==> config.mk <==
export PLATFORM = sky130hd
export DESIGN_NAME = display_frame_scheduler
export DESIGN_NICKNAME = d
export VERILOG_FILES = /design/src/rtl/display_frame_scheduler.sv
export SDC_FILE = /design/constraint.sdc
export NUM_CORES = 1
export LEC_CHECK = 0
export ABC_AREA = 1
export CORE_MARGIN = 2
export CORE_UTILIZATION = 56
export CTS_CLUSTER_SIZE = 20
export DETAILED_ROUTE_END_ITERATION = 6
export PLACE_DENSITY = 0.92
export SLEW_MARGIN = 20
export SYNTH_ARGS = -nofsm -noshare
export SYNTH_HDL_FRONTEND = slang
export SYNTH_SLANG_ARGS = --single-unit
==> constraint.sdc <==
create_clock -name clk -period 3.8 [get_ports clk]
set_clock_uncertainty 0.15 [all_clocks]
set_input_delay 0.76 -clock clk [delete_from_list [all_inputs] [get_ports clk]]
set_output_delay 0.76 -clock clk [all_outputs]
set_load 0.02 [all_outputs]
==> src/rtl/display_frame_scheduler.sv <==
// Display frame scheduler: IDLE/RUN/PAUSE sequencer that advances a 3-bit
// frame index from a prescaled enable and can request periodic inversion.
// Optional feature macro: FRAME_SCHED_STEP_EN enables single-frame stepping
// while paused; without it the step input is accepted but has no effect.
//
// state | meaning
// IDLE  | stopped, frame index parked at 0
// RUN   | prescaler free-running, one advance per prescale_max+1 enabled clks
// PAUSE | frame index frozen, optional manual step
// (11)  | illegal encoding, returns to IDLE on the next enabled clk
module display_frame_scheduler #(
   parameter int PRESCALE_W   = 16,
   parameter int INVERT_EVERY = 8
) (
   input  logic                  clk,
   input  logic                  sync_rst,
   input  logic                  clk_en,
   input  logic                  start,
   input  logic                  stop,
   input  logic                  step,
   input  logic                  mode_bounce,
   input  logic [PRESCALE_W-1:0] prescale_max,
   output logic [2:0]            count_lower,
   output logic                  invert_led_state,
   output logic                  frame_tick,
   output logic [1:0]            sched_state
);

   typedef enum logic [1:0] {
      S_IDLE  = 2'b00,
      S_RUN   = 2'b01,
      S_PAUSE = 2'b10,
      S_BAD   = 2'b11
   } state_t;

   localparam int INV_W = (INVERT_EVERY > 1) ? $clog2(INVERT_EVERY) : 1;
   localparam logic [INV_W-1:0] INV_LAST =
      (INVERT_EVERY > 0) ? INV_W'(INVERT_EVERY - 1) : '0;

   state_t                state_q, state_d;
   logic [PRESCALE_W-1:0] presc_q, presc_d;
   logic [2:0]            count_q, count_d;
   logic                  dir_q, dir_d;       // 0 = up, 1 = down
   logic [INV_W-1:0]      inv_cnt_q, inv_cnt_d;
   logic                  frame_tick_q, invert_q;
   logic                  advance, inv_pulse, step_adv;

`ifdef FRAME_SCHED_STEP_EN
   assign step_adv = step && !stop;
`else
   logic unused_step;
   assign unused_step = step;
   assign step_adv    = 1'b0;
`endif

   // Next-state, prescaler, frame index and invert counter
   always_comb begin
      state_d   = state_q;
      presc_d   = presc_q;
      count_d   = count_q;
      dir_d     = dir_q;
      inv_cnt_d = inv_cnt_q;
      advance   = 1'b0;
      inv_pulse = 1'b0;
      if (clk_en) begin
         case (state_q)
            S_IDLE: begin
               if (start && !stop) state_d = S_RUN;
            end
            S_RUN: begin
               if (stop) state_d = S_PAUSE;
               if (presc_q == prescale_max) begin
                  advance = 1'b1;
                  presc_d = '0;
               end else begin
                  presc_d = presc_q + 1'b1;
               end
            end
            S_PAUSE: begin
               if (stop)       state_d = S_IDLE;
               else if (start) state_d = S_RUN;
               advance = step_adv;
            end
            default: state_d = S_IDLE;
         endcase

         // Leaving bounce mode always resumes counting upward
         if (!mode_bounce) dir_d = 1'b0;

         if (advance) begin
            if (!mode_bounce) begin
               count_d = count_q + 3'd1;
            end else if (!dir_q) begin
               if (count_q == 3'd7) begin
                  count_d = 3'd6;
                  dir_d   = 1'b1;
               end else begin
                  count_d = count_q + 3'd1;
               end
            end else begin
               if (count_q == 3'd0) begin
                  count_d = 3'd1;
                  dir_d   = 1'b0;
               end else begin
                  count_d = count_q - 3'd1;
               end
            end
            if (INVERT_EVERY > 0) begin
               if (inv_cnt_q == INV_LAST) begin
                  inv_pulse = 1'b1;
                  inv_cnt_d = '0;
               end else begin
                  inv_cnt_d = inv_cnt_q + 1'b1;
               end
            end
         end

         if (state_q != S_RUN && state_d == S_RUN) presc_d = '0;
         if (state_q == S_PAUSE && state_d == S_IDLE) begin
            count_d   = 3'd0;
            dir_d     = 1'b0;
            inv_cnt_d = '0;
         end
      end
   end

   // State and datapath registers; pulses are registered from the advance
   always_ff @(posedge clk) begin
      if (sync_rst) begin
         state_q      <= S_IDLE;
         presc_q      <= '0;
         count_q      <= 3'd0;
         dir_q        <= 1'b0;
         inv_cnt_q    <= '0;
         frame_tick_q <= 1'b0;
         invert_q     <= 1'b0;
      end else begin
         state_q      <= state_d;
         presc_q      <= presc_d;
         count_q      <= count_d;
         dir_q        <= dir_d;
         inv_cnt_q    <= inv_cnt_d;
         frame_tick_q <= advance;
         invert_q     <= inv_pulse;
      end
   end

   assign count_lower      = count_q;
   assign frame_tick       = frame_tick_q;
   assign invert_led_state = invert_q;
   assign sched_state      = state_q;

endmodule

==> impl_metrics.yaml, run 1 <==
sta:
  setup_viol: 0
  fmax_mhz: 378
  finalHoldViolCount: 0
  fin_ws_ps: 1160
  worst_pin_slew_ps: 484
  post-route-period-util_pct: 69.6
  relSlewSlack_pct: 67.6
  finalSetupTns_ps: 0
  final.min_clock_period_ps: 2640
  drv_slew: 0
  rsz0062_at_grt: "false"
worst_setup_path:
  worstSetupStartpointType: "input port"
  critical_path_arrival_ps: 2780
  cp_max_fo: 15
  crit_chain: "clkdlybuf4s50_1 > inv_2 > nor2_2 > o21ai_2 > nand2_2 > nand2_1 > nor2_2 > nand2_1 > nand2_1 > nand3_1 > a21oi_1"
  path_depth: 11
  reg2reg_slack_ps: 1900
  max_stage_delay_ps: 770
  cp_num_buf_inv: 2
  r2r_cells: 10
  critPathKind: "input port to register"
  worstSetupEndpointType: "register"
  worstPathRequired_ps: 3930
  slowest_stage: "clkdlybuf4s50_1"
  path_common_cell: "nand2_1"
  critPathTopFamily: "simple AND/OR/NAND/NOR gates"
final_layout:
  diodes: 0
  final_nets: 364
  layout_commonest_cell: "nand2_1"
  area_delta_synth_final_pct: 16.2
  drive_gt1_share_pct: 10.8
  final_cell_mix: "nand2_1 (89), inv_1 (45), nor2_1 (42), clkdlybuf4s50_1 (28), dfxtp_1 (27)"
placement:
  place.port_buffers: 28
  dp_slack_ps: 848
  dp_hpwl_microns: 3110
  place.gp.congestion: 0.862
synth:
  syn-num-nets: 336
  ys_seq_area_share_pct: 28.2
  yosysWarnings: 0
  avgSynthCellArea_sq_um: 6.29
  synthFlopType: "dfxtp_1"
  synth.distinct_cells: 30
  synth_edf_count: 0
  synth_area_sq_um: 1920
  synthArstFlopShare_pct: 0
  syn_inst: 305
  synth-seq-cells: 27
global_routing:
  antenna_found_initial: 0
  grt_max_degree: 16
  track_usage_pct: 22.7
  grt_overflow_total: 0
  grt_pass1_vias: 1860
  grt_pass1_wl_microns: 7450
routing:
  first_pass_iters: 4
  wl_per_cell_microns: 10.6
  via_per_inst: 5.01
  drtIter0Drc: 116
  final_antenna_net_count: 0
  vias: 1893
  route.detailed.drc: 0
  routed_wirelength_microns: 4010
die:
  die_h_microns: 62.5
  initial_core_util_pct: 58.0
  rows: 21
  die_width_microns: 62.5
  core_sq_um: 3310
  die-area_sq_um: 3910
  pin_count: 30
run_status:
  outcome: "completed"
hold_path:
  min_path_type: "register to register"
  hold_depth: 2
cts:
  clock_tree.buffer_depth: 2
  root_buffer: "clkbuf_4"
  cts_tree: "done"
  cts_resized: 0
  clk_latency_ps: 340
  cts_made_buffers: 3
  clkSinkCount: 27
  post-cts-setup-buffers: 0
  cts.htree.levels: 1
  clk_pin_slew_ps: 160
  cts_hold_buffers: 0
power:
  switching_share_pct: 27.1
  ir_drop_mv: 0.251
  p_int_w: 0.000360
  power_density_nw_per_um2: 221
  p_switching_w: 0.000134
  comb_power_share_pct: 15.0
  p_seq_share_pct: 58.6
  clockPowerShare_pct: 26.4
  power_w: 0.000494
  leakage_nw: 0.986
job:
  maxCapViolations: 0
## synthesized netlist by cell type (2+ instances only)
library cell / instances / share of area [%]
ha_1: 8 / 5.2
o21ai_0: 4 / 1.0
nand2_1: 89 / 17
nor2_2: 5 / 1.6
nor2_4: 2 / 1.2
dfxtp_1: 27 / 28
a21oi_1: 17 / 4.4
inv_1: 45 / 8.8
buf_6: 3 / 1.8
nand3_1: 15 / 3.9
xor2_1: 2 / 0.91
nor2_1: 42 / 8.2
nand2_2: 5 / 1.6
inv_2: 6 / 1.2
nand4_1: 4 / 1.3
and3_1: 2 / 0.65
a21oi_2: 2 / 0.91
nor3_1: 4 / 1.0
a31oi_1: 2 / 0.65
o221ai_1: 2 / 0.91
nor3_2: 10 / 5.2
## final timing paths
check | endpoint | startpoint
worst max-delay path | presc_q[8] | clk_en
worst min register to register | inv_cnt_q[2] | inv_cnt_q[2]
worst max register to register | presc_q[8] | sched_state[0]
worst min-delay path | inv_cnt_q[2] | inv_cnt_q[2]
## per-layer routing
layer	share of wire [%]	vias to the layer above	routed length, microns	global-route usage [%]
li1	-	1006	-	-
met1	45	851	1820	26.7
met2	50	34	2010	40.7
met3	4.1	2	163	5.41
met4	0.52	0	21	6.39
met5	0	-	0	0
## per-stage QoR
| step | cells | utilization, % | area, sq um | hold slack (ps) |
|---|---|---|---|---|
| 2_1_floorplan | 305 | - | 1920 | 308 |
| 4_1_cts | 378 | 67.4 | 2230 | 371 |
| 5_1_grt | 378 | 67.4 | 2230 | 387 |
| 3_5_place_dp | 374 | 66.6 | 2200 | 334 |
| 6_report | 378 | 67.4 | 2230 | 371 |
| 3_3_place_gp | 374 | 66.6 | 2200 | 322 |
## state kept, by name, summed over array words and instances (netlist names)
register          count
inv_cnt_q             3
count_lower           3
presc_q              16
sched_state           2
frame_tick            1
invert_led_state      1
dir_q                 1
## power groups by stage
stage / Sequential, W / Clock (W) / Combinational [W]
after floorplan: 0.000295 / 0 / 0.0000424
after global placement: 0.000295 / 0 / 0.0000718
after detailed placement: 0.000295 / 0 / 0.0000739
after CTS: 0.000289 / 0.000133 / 0.0000743
after global routing: 0.000290 / 0.000145 / 0.0000838
final: 0.000289 / 0.000131 / 0.0000740
## final cells by class
class / instances / area (sq um)
flip-flops and latches: 27 / 541
inverters: 51 / 191
fillers: 309 / 1080
repair buffers: 28 / 280
well taps: 46 / 57.6
clock inverters: 1 / 5.00
clock buffers: 3 / 22.5
multi-input cells: 222 / 1130
## cells by family (layout without fill, tap and decap cells)
logic type	after synthesis	in the layout	share of synthesized area [%]
xor gates and xnor gates	2	2	0.913
adders and majority gates	8	8	5.22
AOI/OAI and AO/OA	30	30	9.13
and+or+nand+nor	182	182	43.8
DFF	27	27	28.2
buffers and inverters	56	83	12.8
## worst min-delay path: stages, from the launching register on
cell and delay [ps]:
dfxtp_1 370, a21oi_1 50, nor2_1 80
(Power assumes the default switching activity.)
==> run 2, diff against run 1 <==
--- a/config.mk
+++ b/config.mk
@@ -7,10 +7,10 @@
 export LEC_CHECK = 0
 export ABC_AREA = 1
 export CORE_MARGIN = 2
-export CORE_UTILIZATION = 56
+export CORE_UTILIZATION = 49
 export CTS_CLUSTER_SIZE = 20
 export DETAILED_ROUTE_END_ITERATION = 6
-export PLACE_DENSITY = 0.92
+export PLACE_DENSITY = 0.86
 export SLEW_MARGIN = 20
 export SYNTH_ARGS = -nofsm -noshare
 export SYNTH_HDL_FRONTEND = slang
==> constraint.sdc (replaced) <==
create_clock -name clk -period 2.3 [get_ports clk]
set_clock_uncertainty 0.15 [all_clocks]
set_input_delay 0.46 -clock clk [delete_from_list [all_inputs] [get_ports clk]]
set_output_delay 0.46 -clock clk [all_outputs]
set_load 0.02 [all_outputs]
==> run 2 against run 1 <==
  * Sequential power up 65%
  * Count of clock-buffer cells in the layout increased by 1
  * Power up 79%
  * Die area is 13% higher
  * Wire length rose by 1.2%
  * Cell count up 1.6%
  * Non-clock buffer count is 4 higher
  * Largest cell class unchanged
  * Highest routed layer unchanged
==> impl_metrics.yaml, run 2 (synthesized netlist as in run 1, its figures left out) <==
routing:
  drtIter0Drc: 145
  first_pass_iters: 4
  via_per_inst: 4.99
  wl_per_cell_microns: 10.6
  vias: 1915
  route.detailed.drc: 0
  routed_wirelength_microns: 4060
  final_antenna_net_count: 0
sta:
  hold-worst-slack_ps: 347
  finalSetupTns_ps: 0
  final.min_clock_period_ps: 2020
  worst_pin_slew_ps: 331
  fin_ws_ps: 277
  finalHoldViolCount: 0
  fmax_mhz: 494
  drv_slew: 0
  rsz0062_at_grt: "false"
  post-route-period-util_pct: 88.0
  relSlewSlack_pct: 77.9
  setup_viol: 0
die:
  die-area_sq_um: 4430
  core_sq_um: 3720
  rows: 22
  die_h_microns: 66.6
  die_width_microns: 66.6
  initial_core_util_pct: 51.6
  pin_count: 30
cts:
  cts_hold_buffers: 0
  cts_resized: 0
  clkSinkCount: 27
  post-cts-setup-buffers: 0
  cts.htree.levels: 1
  cts_made_buffers: 3
  clock_tree.buffer_depth: 2
  cts_tree: "done"
  clk_latency_ps: 280
  clk_pin_slew_ps: 90
  root_buffer: "clkbuf_8"
hold_path:
  hold_depth: 2
  min_path_type: "register to register"
final_layout:
  fin_cells: 384
  diodes: 0
  final_nets: 368
  final_cell_mix: "nand2_1 (89), inv_1 (45), nor2_1 (42), clkdlybuf4s50_1 (28), dfxtp_1 (27)"
  largest_register_ff_count: 16
  drive_gt1_share_pct: 11.6
  regMostFlops: "presc_q"
  layout_commonest_cell: "nand2_1"
  area_delta_synth_final_pct: 18.8
  fill_cells: 343
worst_setup_path:
  cp_max_fo: 8
  slowest_stage: "clkdlybuf4s50_1"
  critPathKind: "input port to register"
  max_stage_delay_ps: 540
  critical_path_arrival_ps: 2090
  r2r_cells: 11
  path_depth: 11
  cp_num_buf_inv: 2
  worstSetupEndpointType: "register"
  critPathTopFamily: "simple AND/OR/NAND/NOR gates"
  crit_chain: "clkdlybuf4s50_1 > inv_2 > nor2_2 > o21ai_2 > nand2_2 > nand2_1 > nor2_2 > nand2_1 > nand2_1 > nand3_1 > a21oi_1"
  path_common_cell: "nand2_1"
  worstSetupStartpointType: "input port"
  worstPathRequired_ps: 2370
global_routing:
  grt_overflow_total: 0
  grt_pass1_vias: 1686
  antenna_found_initial: 0
  grt_pass1_wl_microns: 7020
  grt_max_degree: 15
  track_usage_pct: 20.3
job:
  maxCapViolations: 0
power:
  power_density_nw_per_um2: 387
  ir_drop_mv: 0.429
  leakage_nw: 1.01
placement:
  dp_hpwl_microns: 3160
  place.gp.congestion: 0.824
  place.port_buffers: 28
  dp_slack_ps: 5.03
  dp.cells: 380
run_status:
  outcome: "completed"
run 2: layout make-up:
cell class                 count  area [sq um]  share of cell area (%)
multi-input combinational    222          1130                    49.7
sequential                    27           541                    23.7
inverter                      51           191                    8.39
timing repair buffer          32           310                    13.6
clock buffer                   4          45.0                    1.97
tap                           48          60.1                    2.63
run 2: worst paths after layout:
path           startpoint            to  slack [ps]
max                clk_en    presc_q[8]         280
min          inv_cnt_q[2]  inv_cnt_q[2]         350
max reg2reg   presc_q[10]    presc_q[6]         500
min reg2reg  inv_cnt_q[2]  inv_cnt_q[2]         350
run 2: stage by stage:
| stage | utilization, % | power [W] | cell area, sq um |
|---|---|---|---|
| detailed placement | 60.2 | 0.000616 | 2240 |
| global placement | 60.2 | 0.000613 | 2240 |
| CTS | 61.4 | 0.000884 | 2280 |
| global route | 61.4 | 0.000914 | 2280 |
| finish | 61.4 | 0.000883 | 2280 |
| floorplan | - | 0.000558 | 1920 |
run 2: worst register-to-register path: stages, from the launching register on:
cell	delay (ps)
dfxtp_1	420
inv_2	70
nand2_1	60
nand2_1	40
nor2_1	140
nand2_1	80
nor2_2	160
nand2_2	110
nand2_1	90
nand2_2	80
nand2_4	200
nor3b_1	90
run 2: layer usage:
layer / up-vias / global-route usage (%) / routed length, microns
li1: 1015 / - / -
met1: 846 / 24.6 / 1800
met2: 47 / 34.1 / 1950
met3: 7 / 4.73 / 239
met4: 0 / 8.67 / 71
met5: - / 0 / 0
run 2: where the power goes:
group,internal (W),leakage [nW],switching (W)
sequential,0.000471,0.218,0.00000508
clock,0.000125,0.0228,0.000153
combinational,0.0000623,0.771,0.0000667
==> run 3, diff against run 2 <==
--- a/config.mk
+++ b/config.mk
@@ -10,6 +10,7 @@
 export CORE_UTILIZATION = 49
 export CTS_CLUSTER_SIZE = 20
 export DETAILED_ROUTE_END_ITERATION = 6
+export MAX_ROUTING_LAYER = met4
 export PLACE_DENSITY = 0.86
 export SLEW_MARGIN = 20
 export SYNTH_ARGS = -nofsm -noshare
==> run 3 against run 2 <==
  * Wire length is essentially flat
  * Critical path depth stayed put
  * Via count hardly changed
  * Utilization is the same
  * Count of clock-buffer cells in the layout unchanged
  * Largest power group unchanged
  * Highest routed layer unchanged
==> impl_metrics.yaml, run 3 (synthesized netlist as in run 1, its figures left out) <==
worst_setup_path:
  reg2reg_slack_ps: 500
  path_common_cell: "nand2_1"
  worstSetupStartpointType: "input port"
  r2r_start: "presc_q[10]"
  slowest_stage: "clkdlybuf4s50_1"
  cp_max_fo: 8
  crit_chain: "clkdlybuf4s50_1 > inv_2 > nor2_2 > o21ai_2 > nand2_2 > nand2_1 > nor2_2 > nand2_1 > nand2_1 > nand3_1 > a21oi_1"
  critical_path_arrival_ps: 2090
  cp_num_buf_inv: 2
  r2r_end: "presc_q[6]"
  critPathTopFamily: "simple AND/OR/NAND/NOR gates"
  worstSetupEndpointType: "register"
  worstPathRequired_ps: 2370
  r2r_cells: 11
  max_stage_delay_ps: 540
  critPathKind: "input port to register"
final_layout:
  diodes: 0
  final_nets: 368
  layout_commonest_cell: "nand2_1"
  area_delta_synth_final_pct: 18.8
  final_cell_mix: "nand2_1 (89), inv_1 (45), nor2_1 (42), clkdlybuf4s50_1 (28), dfxtp_1 (27)"
  fin_cells: 384
  regMostFlops: "presc_q"
  drive_gt1_share_pct: 11.6
  largest_register_ff_count: 16
job:
  maxCapViolations: 0
power:
  comb_power_share_pct: 14.6
  ir_drop_mv: 0.429
  p_int_w: 0.000658
  switching_share_pct: 25.4
  clockPowerShare_pct: 31.4
  power_density_nw_per_um2: 387
  p_seq_share_pct: 54.0
  p_switching_w: 0.000224
  leakage_nw: 1.01
global_routing:
  grt_overflow_total: 0
  track_usage_pct: 20.8
  antenna_found_initial: 0
  grt_pass1_vias: 1686
  grt_pass1_wl_microns: 7010
  grt_max_degree: 15
placement:
  dp_hpwl_microns: 3160
  place.port_buffers: 28
  place.gp.congestion: 0.837
  dp_slack_ps: 5.03
  dp.cells: 380
run_status:
  outcome: "completed"
hold_path:
  min_from: "inv_cnt_q[2]"
  hold_depth: 2
  min_path_type: "register to register"
  hold_path_end: "inv_cnt_q[2]"
sta:
  setup_viol: 0
  rsz0062_at_grt: "false"
  fin_ws_ps: 276
  relSlewSlack_pct: 77.8
  drv_slew: 0
  post-route-period-util_pct: 88.0
  fmax_mhz: 494
  worst_pin_slew_ps: 333
  finalSetupTns_ps: 0
  hold-worst-slack_ps: 347
  finalHoldViolCount: 0
  final.min_clock_period_ps: 2020
die:
  die-area_sq_um: 4430
  core_sq_um: 3720
  rows: 22
  pin_count: 30
  initial_core_util_pct: 51.6
  die_h_microns: 66.6
  die_width_microns: 66.6
cts:
  cts_made_buffers: 3
  post-cts-setup-buffers: 0
  clock_tree.buffer_depth: 2
  cts.htree.levels: 1
  root_buffer: "clkbuf_8"
  clk_latency_ps: 280
  cts_hold_buffers: 0
  clkSinkCount: 27
  cts_tree: "done"
  clk_pin_slew_ps: 90
  cts_resized: 0
routing:
  via_per_inst: 4.98
  vias: 1914
  drtIter0Drc: 148
  routed_wirelength_microns: 4060
  route.detailed.drc: 0
  first_pass_iters: 4
  wl_per_cell_microns: 10.6
  final_antenna_net_count: 0
run 3: layout make-up:
cell class / instances / area, sq um
fillers: 343 / 1440
multi-input cells: 222 / 1130
flip-flops and latches: 27 / 541
repair buffers: 32 / 310
inverters: 51 / 191
well taps: 48 / 60.1
clock buffers: 4 / 45.0
run 3: power by group through the flow:
stage          Combinational (W)  Clock, W  Sequential [W]
2_1_floorplan          0.0000700         0        0.000488
3_3_place_gp            0.000126         0        0.000487
3_5_place_dp            0.000129         0        0.000487
4_1_cts                 0.000130  0.000278        0.000476
5_1_grt                 0.000144  0.000293        0.000477
6_report                0.000129  0.000277        0.000476
run 3: worst register-to-register path, cell delays in order (launching register included):
cell and delay [ps]:
dfxtp_1 420, inv_2 70, nand2_1 60, nand2_1 40, nor2_1 140, nand2_1 80, nor2_2 160, nand2_2 110
nand2_1 90, nand2_2 80, nand2_4 200, nor3b_1 90
run 3: worst max-delay path by stage:
stage,start,to,slack (ps),cells past startpoint
6_report,clk_en,presc_q[8],280,11
5_1_grt,prescale_max[12],inv_cnt_q[1],80,13
4_1_cts,clk_en,presc_q[8],290,11
3_5_place_dp,clk_en,presc_q[8],5,11
3_3_place_gp,prescale_max[10],inv_cnt_q[1],40,12
2_1_floorplan,sched_state[0],presc_q[13],680,9
run 3: metal layers:
| metal | GRT usage, % | up-vias | wire length, microns |
|---|---|---|---|
| met3 | 4.56 | 7 | 237 |
| met4 | 8.67 | 0 | 71 |
| li1 | - | 1015 | - |
| met1 | 24.7 | 845 | 1800 |
| met5 | - | - | 0 |
| met2 | 34.1 | 47 | 1950 |
run 3: stage by stage:
| step | total power (W) | util [%] | instance area [sq um] |
|---|---|---|---|
| after detailed placement | 0.000616 | 60.2 | 2240 |
| final | 0.000883 | 61.4 | 2280 |
| after global routing | 0.000914 | 61.4 | 2280 |
| after CTS | 0.000884 | 61.4 | 2280 |
| after floorplan | 0.000558 | - | 1920 |
| after global placement | 0.000613 | 60.2 | 2240 |
